## src/rtl/rotator_pkg.sv

```systemverilog
// Shared constants and types for the rotator arbiter slice.
package rotator_pkg;

  localparam logic REQ0 = 1'b0;
  localparam logic REQ1 = 1'b1;

  localparam logic DIR_RIGHT = 1'b0;
  localparam logic DIR_LEFT  = 1'b1;

  localparam int unsigned PerfCntWidth = 16;

  // Output register occupancy; the encoding doubles as out_valid.
  typedef enum logic {StEmpty, StFull} out_state_e;

endpackage

```

## src/rtl/rotator_arbiter_if.sv

```systemverilog
// Handshake bundle between the two requesters, the consumer and the rotator arbiter.
interface rotator_arbiter_if #(
  parameter int unsigned WIDTH = 4
);
  localparam int unsigned SHW = $clog2(WIDTH);

  logic             req0_valid;
  logic             req0_ready;
  logic [WIDTH-1:0] req0_data;
  logic [SHW-1:0]   req0_shamt;
  logic             req0_left;

  logic             req1_valid;
  logic             req1_ready;
  logic [WIDTH-1:0] req1_data;
  logic [SHW-1:0]   req1_shamt;
  logic             req1_left;

  logic             out_valid;
  logic             out_ready;
  logic [WIDTH-1:0] out_data;
  logic             out_id;

  // Client side: requesters and the result consumer.
  modport master (
    output req0_valid, req0_data, req0_shamt, req0_left,
    output req1_valid, req1_data, req1_shamt, req1_left,
    output out_ready,
    input  req0_ready, req1_ready,
    input  out_valid, out_data, out_id
  );

  modport slave (
    input  req0_valid, req0_data, req0_shamt, req0_left,
    input  req1_valid, req1_data, req1_shamt, req1_left,
    input  out_ready,
    output req0_ready, req1_ready,
    output out_valid, out_data, out_id
  );

endinterface

```

## src/rtl/rotator_core.sv

```systemverilog
// Combinational WIDTH-bit left/right rotator; the single shared datapath.
module rotator_core
  import rotator_pkg::*;
#(
  parameter  int unsigned WIDTH = 4,
  localparam int unsigned SHW   = $clog2(WIDTH)
) (
  input  logic [WIDTH-1:0] data,
  input  logic [SHW-1:0]   shamt,
  input  logic             left,
  output logic [WIDTH-1:0] result
);

  logic [SHW-1:0] pos;
  logic [SHW-1:0] src;

  // WIDTH is a power of two, so SHW-bit index arithmetic wraps modulo WIDTH.
  always_comb begin
    result = '0;
    pos    = '0;
    src    = '0;
    for (int i = 0; i < WIDTH; i++) begin
      pos       = SHW'(i);
      src       = (left == DIR_LEFT) ? pos - shamt : pos + shamt;
      result[i] = data[src];
    end
  end

endmodule

```

## src/rtl/rotator_arbiter.sv

```systemverilog
// Round-robin arbiter sharing one rotator between two requesters, registered output.
// Optional grant counters when ROTATOR_ARB_PERF_CNT_EN is defined.
module rotator_arbiter
  import rotator_pkg::*;
#(
  parameter  int unsigned WIDTH = 4,
  localparam int unsigned SHW   = $clog2(WIDTH)
) (
  input  logic                    clk,
  input  logic                    reset,
  rotator_arbiter_if.slave        bus
`ifdef ROTATOR_ARB_PERF_CNT_EN
  ,
  output logic [PerfCntWidth-1:0] grant_cnt0,
  output logic [PerfCntWidth-1:0] grant_cnt1
`endif
);

  out_state_e       state_q;
  logic [WIDTH-1:0] data_q;
  logic             id_q;
  logic             last_q;

  logic             can_accept;
  logic             grant0;
  logic             grant1;
  logic             fire;
  logic             sel_id;
  logic [WIDTH-1:0] sel_data;
  logic [SHW-1:0]   sel_shamt;
  logic             sel_left;
  logic [WIDTH-1:0] rot_result;

  assign can_accept = (state_q == StEmpty) | bus.out_ready;

  // On contention the requester not granted last wins.
  assign grant0 = bus.req0_valid & (~bus.req1_valid | (last_q == REQ1));
  assign grant1 = bus.req1_valid & (~bus.req0_valid | (last_q == REQ0));

  assign bus.req0_ready = grant0 & can_accept & ~reset;
  assign bus.req1_ready = grant1 & can_accept & ~reset;
  assign fire           = bus.req0_ready | bus.req1_ready;

  assign sel_id    = grant1 ? REQ1 : REQ0;
  assign sel_data  = grant1 ? bus.req1_data  : bus.req0_data;
  assign sel_shamt = grant1 ? bus.req1_shamt : bus.req0_shamt;
  assign sel_left  = grant1 ? bus.req1_left  : bus.req0_left;

  rotator_core #(
    .WIDTH(WIDTH)
  ) u_core (
    .data  (sel_data),
    .shamt (sel_shamt),
    .left  (sel_left),
    .result(rot_result)
  );

  always_ff @(posedge clk) begin
    if (reset) begin
      state_q <= StEmpty;
      data_q  <= '0;
      id_q    <= REQ0;
      last_q  <= REQ1;
    end else begin
      if (fire) begin
        data_q <= rot_result;
        id_q   <= sel_id;
        last_q <= sel_id;
      end
      unique case (state_q)
        StEmpty: if (fire) state_q <= StFull;
        StFull:  if (!fire && bus.out_ready) state_q <= StEmpty;
        default: state_q <= StEmpty;
      endcase
    end
  end

  assign bus.out_valid = (state_q == StFull);
  assign bus.out_data  = data_q;
  assign bus.out_id    = id_q;

`ifdef ROTATOR_ARB_PERF_CNT_EN
  always_ff @(posedge clk) begin
    if (reset) begin
      grant_cnt0 <= '0;
      grant_cnt1 <= '0;
    end else begin
      if (bus.req0_ready && (grant_cnt0 != '1)) grant_cnt0 <= grant_cnt0 + 1'b1;
      if (bus.req1_ready && (grant_cnt1 != '1)) grant_cnt1 <= grant_cnt1 + 1'b1;
    end
  end
`endif

endmodule
```

## src/flat_wrapper.sv

```systemverilog
// flat-port wrapper written by rule: the top's interface ports become plain ports
module rotator_arbiter_flat import rotator_pkg::*;
#(
  parameter  int unsigned WIDTH = 4,
  localparam int unsigned SHW   = $clog2(WIDTH)
)
  (clk, reset, bus_req0_valid, bus_req0_data, bus_req0_shamt, bus_req0_left, bus_req1_valid, bus_req1_data, bus_req1_shamt, bus_req1_left, bus_out_ready, bus_req0_ready, bus_req1_ready, bus_out_valid, bus_out_data, bus_out_id);
  rotator_arbiter_if #(.WIDTH(WIDTH)) bus_i ();
  input  logic clk;
  input  logic reset;
  input wire logic [$bits(bus_i.req0_valid)-1:0] bus_req0_valid;
  input wire logic [$bits(bus_i.req0_data)-1:0] bus_req0_data;
  input wire logic [$bits(bus_i.req0_shamt)-1:0] bus_req0_shamt;
  input wire logic [$bits(bus_i.req0_left)-1:0] bus_req0_left;
  input wire logic [$bits(bus_i.req1_valid)-1:0] bus_req1_valid;
  input wire logic [$bits(bus_i.req1_data)-1:0] bus_req1_data;
  input wire logic [$bits(bus_i.req1_shamt)-1:0] bus_req1_shamt;
  input wire logic [$bits(bus_i.req1_left)-1:0] bus_req1_left;
  input wire logic [$bits(bus_i.out_ready)-1:0] bus_out_ready;
  output wire logic [$bits(bus_i.req0_ready)-1:0] bus_req0_ready;
  output wire logic [$bits(bus_i.req1_ready)-1:0] bus_req1_ready;
  output wire logic [$bits(bus_i.out_valid)-1:0] bus_out_valid;
  output wire logic [$bits(bus_i.out_data)-1:0] bus_out_data;
  output wire logic [$bits(bus_i.out_id)-1:0] bus_out_id;
  assign bus_i.req0_valid = bus_req0_valid;
  assign bus_i.req0_data = bus_req0_data;
  assign bus_i.req0_shamt = bus_req0_shamt;
  assign bus_i.req0_left = bus_req0_left;
  assign bus_i.req1_valid = bus_req1_valid;
  assign bus_i.req1_data = bus_req1_data;
  assign bus_i.req1_shamt = bus_req1_shamt;
  assign bus_i.req1_left = bus_req1_left;
  assign bus_i.out_ready = bus_out_ready;
  assign bus_req0_ready = bus_i.req0_ready;
  assign bus_req1_ready = bus_i.req1_ready;
  assign bus_out_valid = bus_i.out_valid;
  assign bus_out_data = bus_i.out_data;
  assign bus_out_id = bus_i.out_id;
  rotator_arbiter #(.WIDTH(WIDTH)) u_core (.clk(clk), .reset(reset), .bus(bus_i));
endmodule
```

## config.mk

```make
export PLATFORM = sky130hd
export DESIGN_NAME = rotator_arbiter_flat
export DESIGN_NICKNAME = d
export VERILOG_FILES = /design/src/rtl/rotator_pkg.sv /design/src/rtl/rotator_arbiter_if.sv /design/src/rtl/rotator_core.sv /design/src/rtl/rotator_arbiter.sv /design/src/flat_wrapper.sv
export SDC_FILE = /design/constraint.sdc
export NUM_CORES = 1
export LEC_CHECK = 0
export ABC_AREA = 1
export BUFFER_PORTS_ARGS = -buffer_cell sky130_fd_sc_hd__buf_2
export CAP_MARGIN = 40
export CORE_ASPECT_RATIO = 1.5
export CORE_MARGIN = 1
export CORE_UTILIZATION = 30
export CTS_CLUSTER_SIZE = 20
export DETAILED_ROUTE_END_ITERATION = 16
export PLACE_DENSITY = 0.6
export SETUP_SLACK_MARGIN = 0.5
export SLEW_MARGIN = 25
export SYNTH_ARGS = -nofsm -noshare
export SYNTH_HDL_FRONTEND = slang
export SYNTH_SLANG_ARGS = --single-unit
export TNS_END_PERCENT = 10
```

## constraint.sdc

```tcl
create_clock -name clk -period 1.4 [get_ports clk]
set_clock_uncertainty 0.1 [all_clocks]
set_input_delay 0.21 -clock clk [delete_from_list [all_inputs] [get_ports clk]]
set_output_delay 0.21 -clock clk [all_outputs]
set_load 0.005 [all_outputs]
```

==> results.cfg <==
[synth]
synth_warnings = 0
netlist_area_um2 = 631.9
syn-num-nets = 128
netlist.area_leader.share_pct = 22.18
yosysSeqAreaShare_pct = 22.18
ys_types = 15
syn_area_per_cell_um2 = 5.797
yosysTopAreaCell = dfxtp_1
ys_seq_elements = 7
netlist_top_cells_area = dfxtp_1 (22%), nand2_1 (22%), nand3_1 (21%), nand2_2 (7.9%), inv_1 (6.5%)
syn_inst = 109

[cells_and_area]
layout_commonest_cell = nand2_1
insertedDiodeCount = 0
fill_cells = 201
layoutNonFillerInstCount = 169
nets = 167
areaGrowthSynthToFinish_pct = 63.17
stdcell_area_um2 = 1031
final_cell_mix = nand2_1 (27), buf_2 (25), nand3_1 (19)
drive_gt1_share_pct = 52.38

[setup_path]
critPathCaptureType = output port
critical_path_required_ns = 1.09
crit_type = register to output port
start_kind = register
worstPathArrival_ns = 1.09
cp_max_fo = 3

[floorplan]
io_pins = 27
placement_rows = 20
die_y_um = 58.21
coreArea_um2 = 2002
die_area_um2 = 2297
initial_utilization_pct = 31.56
fp.dieW_um = 39.47

[grt]
gr-total-overflow = 0
grt_max_degree = 11
track_usage_pct = 16.28
antenna_found_initial = 0
grt_pass1_wl_um = 2718
grt_pass1_vias = 752

[placement]
place.gp.congestion = 0.7671
hpwl_um = 1201
placed_cell_area_um2 = 797.0
dp_slack_ns = 0.01835
dp.cells = 158
port_buffers = 26

[timing]
setup_viol = 0
finalMaxSlewViolations = 0
worstMarginPinSlew_ns = 0.2637
max_freq_mhz = 715.9
tns_ns = 0
maxSlewHeadroom_pct = 82.42
rsz0062_at_grt = yes
period_needed_ns = 1.397
hold_violations = 0
final.setup.worst_slack_ns = 0.003117
fin_crit_sh_pct = 99.78

[route]
antenna_left = 0
vias = 809
routed_wl_um = 1797
avgViaCountPerCell = 4.787
dr.pass1.iters = 6
avgRoutedWirePerCell_um = 10.63
drt_iter0_markers = 21
drc = 0

[clocking]
cts_max_path_buffers = 2
cts_root_buffer = clkbuf_4
clock_latency_ns = 0.26
clkSlewWorstSetupHoldPaths_ns = 0.06
clock_sinks = 7
cts_tree = done
cts_buffers = 3
h-tree-depth = 1

[power_and_ir_drop]
p_leak_nw = 0.5689
total_power_mw = 0.7768
powerDensity_nw_per_um2 = 753.5
peakVddDrop_v = 0.0002502

[status]
outcome = finished, final reports clean

[flow_run]
drv_cap = 0

[min_path]
min_path_type = input pin to register
[registers in the layout (all words and copies together), names as in the netlist]
register,count
u_core.bus.out_data,4
u_core.bus.out_id,1
u_core.bus.out_valid,1
u_core.last_q,1
[logic make-up (layout without fill, tap and decap cells)]
family	Yosys count	count (layout)	share of synthesized area (%)
flip-flops	7	7	22.18
AO/OA/AOI/OAI	2	2	1.980
buffers and inverters	14	51	8.912
AND/OR/NAND/NOR	86	87	66.93
[where the power goes]
part | total (mW) | leakage [nW] | switching, mW | internal (mW)
combinational | 0.353 | 0.495 | 0.203 | 0.151
clock | 0.191 | 0.0150 | 0.0817 | 0.109
sequential | 0.233 | 0.0586 | 0.0128 | 0.220
total | 0.777 | 0.569 | 0.297 | 0.480
[stage by stage]
stage | hold WS, ns | utilization (%)
after floorplan | 0.1791 | -
after global placement | 0.3555 | 39.81
after detailed placement | 0.3651 | 39.81
after CTS | 0.1172 | 43.06
after global routing | 0.1412 | 51.50
final | 0.1234 | 51.50
[cell type report]
class                           instances  area (um^2)  share of cell area, %
Multi-Input combinational cell         89        573.1                  55.58
Clock buffer                            4        26.28                  2.549
Sequential cell                         7        146.4                  14.20
Tap cell                               22        27.53                  2.670
Inverter                               13        53.80                  5.218
Timing Repair Buffer                   34        203.9                  19.78
[layer usage]
metal	share of wire (%)	up-vias	GRT usage (%)	routed length (um)
li1	-	420	-	-
met4	1.9	0	14.29	34
met3	3.3	4	0	60
met1	36	361	17.92	642
met2	59	24	26.93	1060
met5	0	-	0	0
[synth_stat cells, drive strengths merged]
library cell / n
nand2: 48
nand3: 26
inv: 13
nor2: 11
dfxtp: 7
a21oi: 1
buf: 1
nand3b: 1
o211ai: 1
[worst paths after layout]
kind,slack [ns],cells after the start,startpoint,to
worst min-delay path,0.12,3,reset,u_core.last_q
worst max-delay path,0.003,5,u_core.last_q,bus_req0_ready
worst min register to register,0.38,2,u_core.bus.out_id,u_core.bus.out_id
worst max register to register,0.04,10,u_core.last_q,u_core.bus.out_data[0]
[critical path, cell delays in order (launching register included)]
cell	delay, ns
dfxtp_4	0.38
inv_2	0.05
nand2_2	0.08
nand3_4	0.08
nor2_4	0.12
buf_2	0.13
[what timing repair did]
| item | 4_1_cts | 5_1_grt |
|---|---|---|
| gates cloned | 0 | 1 |
| resized for setup | 4 | 36 |
| hold buffers | 0 | 0 |
| endpoints found under the setup margin | 15 | 15 |
| buffers inserted | 4 | 2 |
| pin swaps | 3 | 20 |
(Power assumes the default switching activity.)
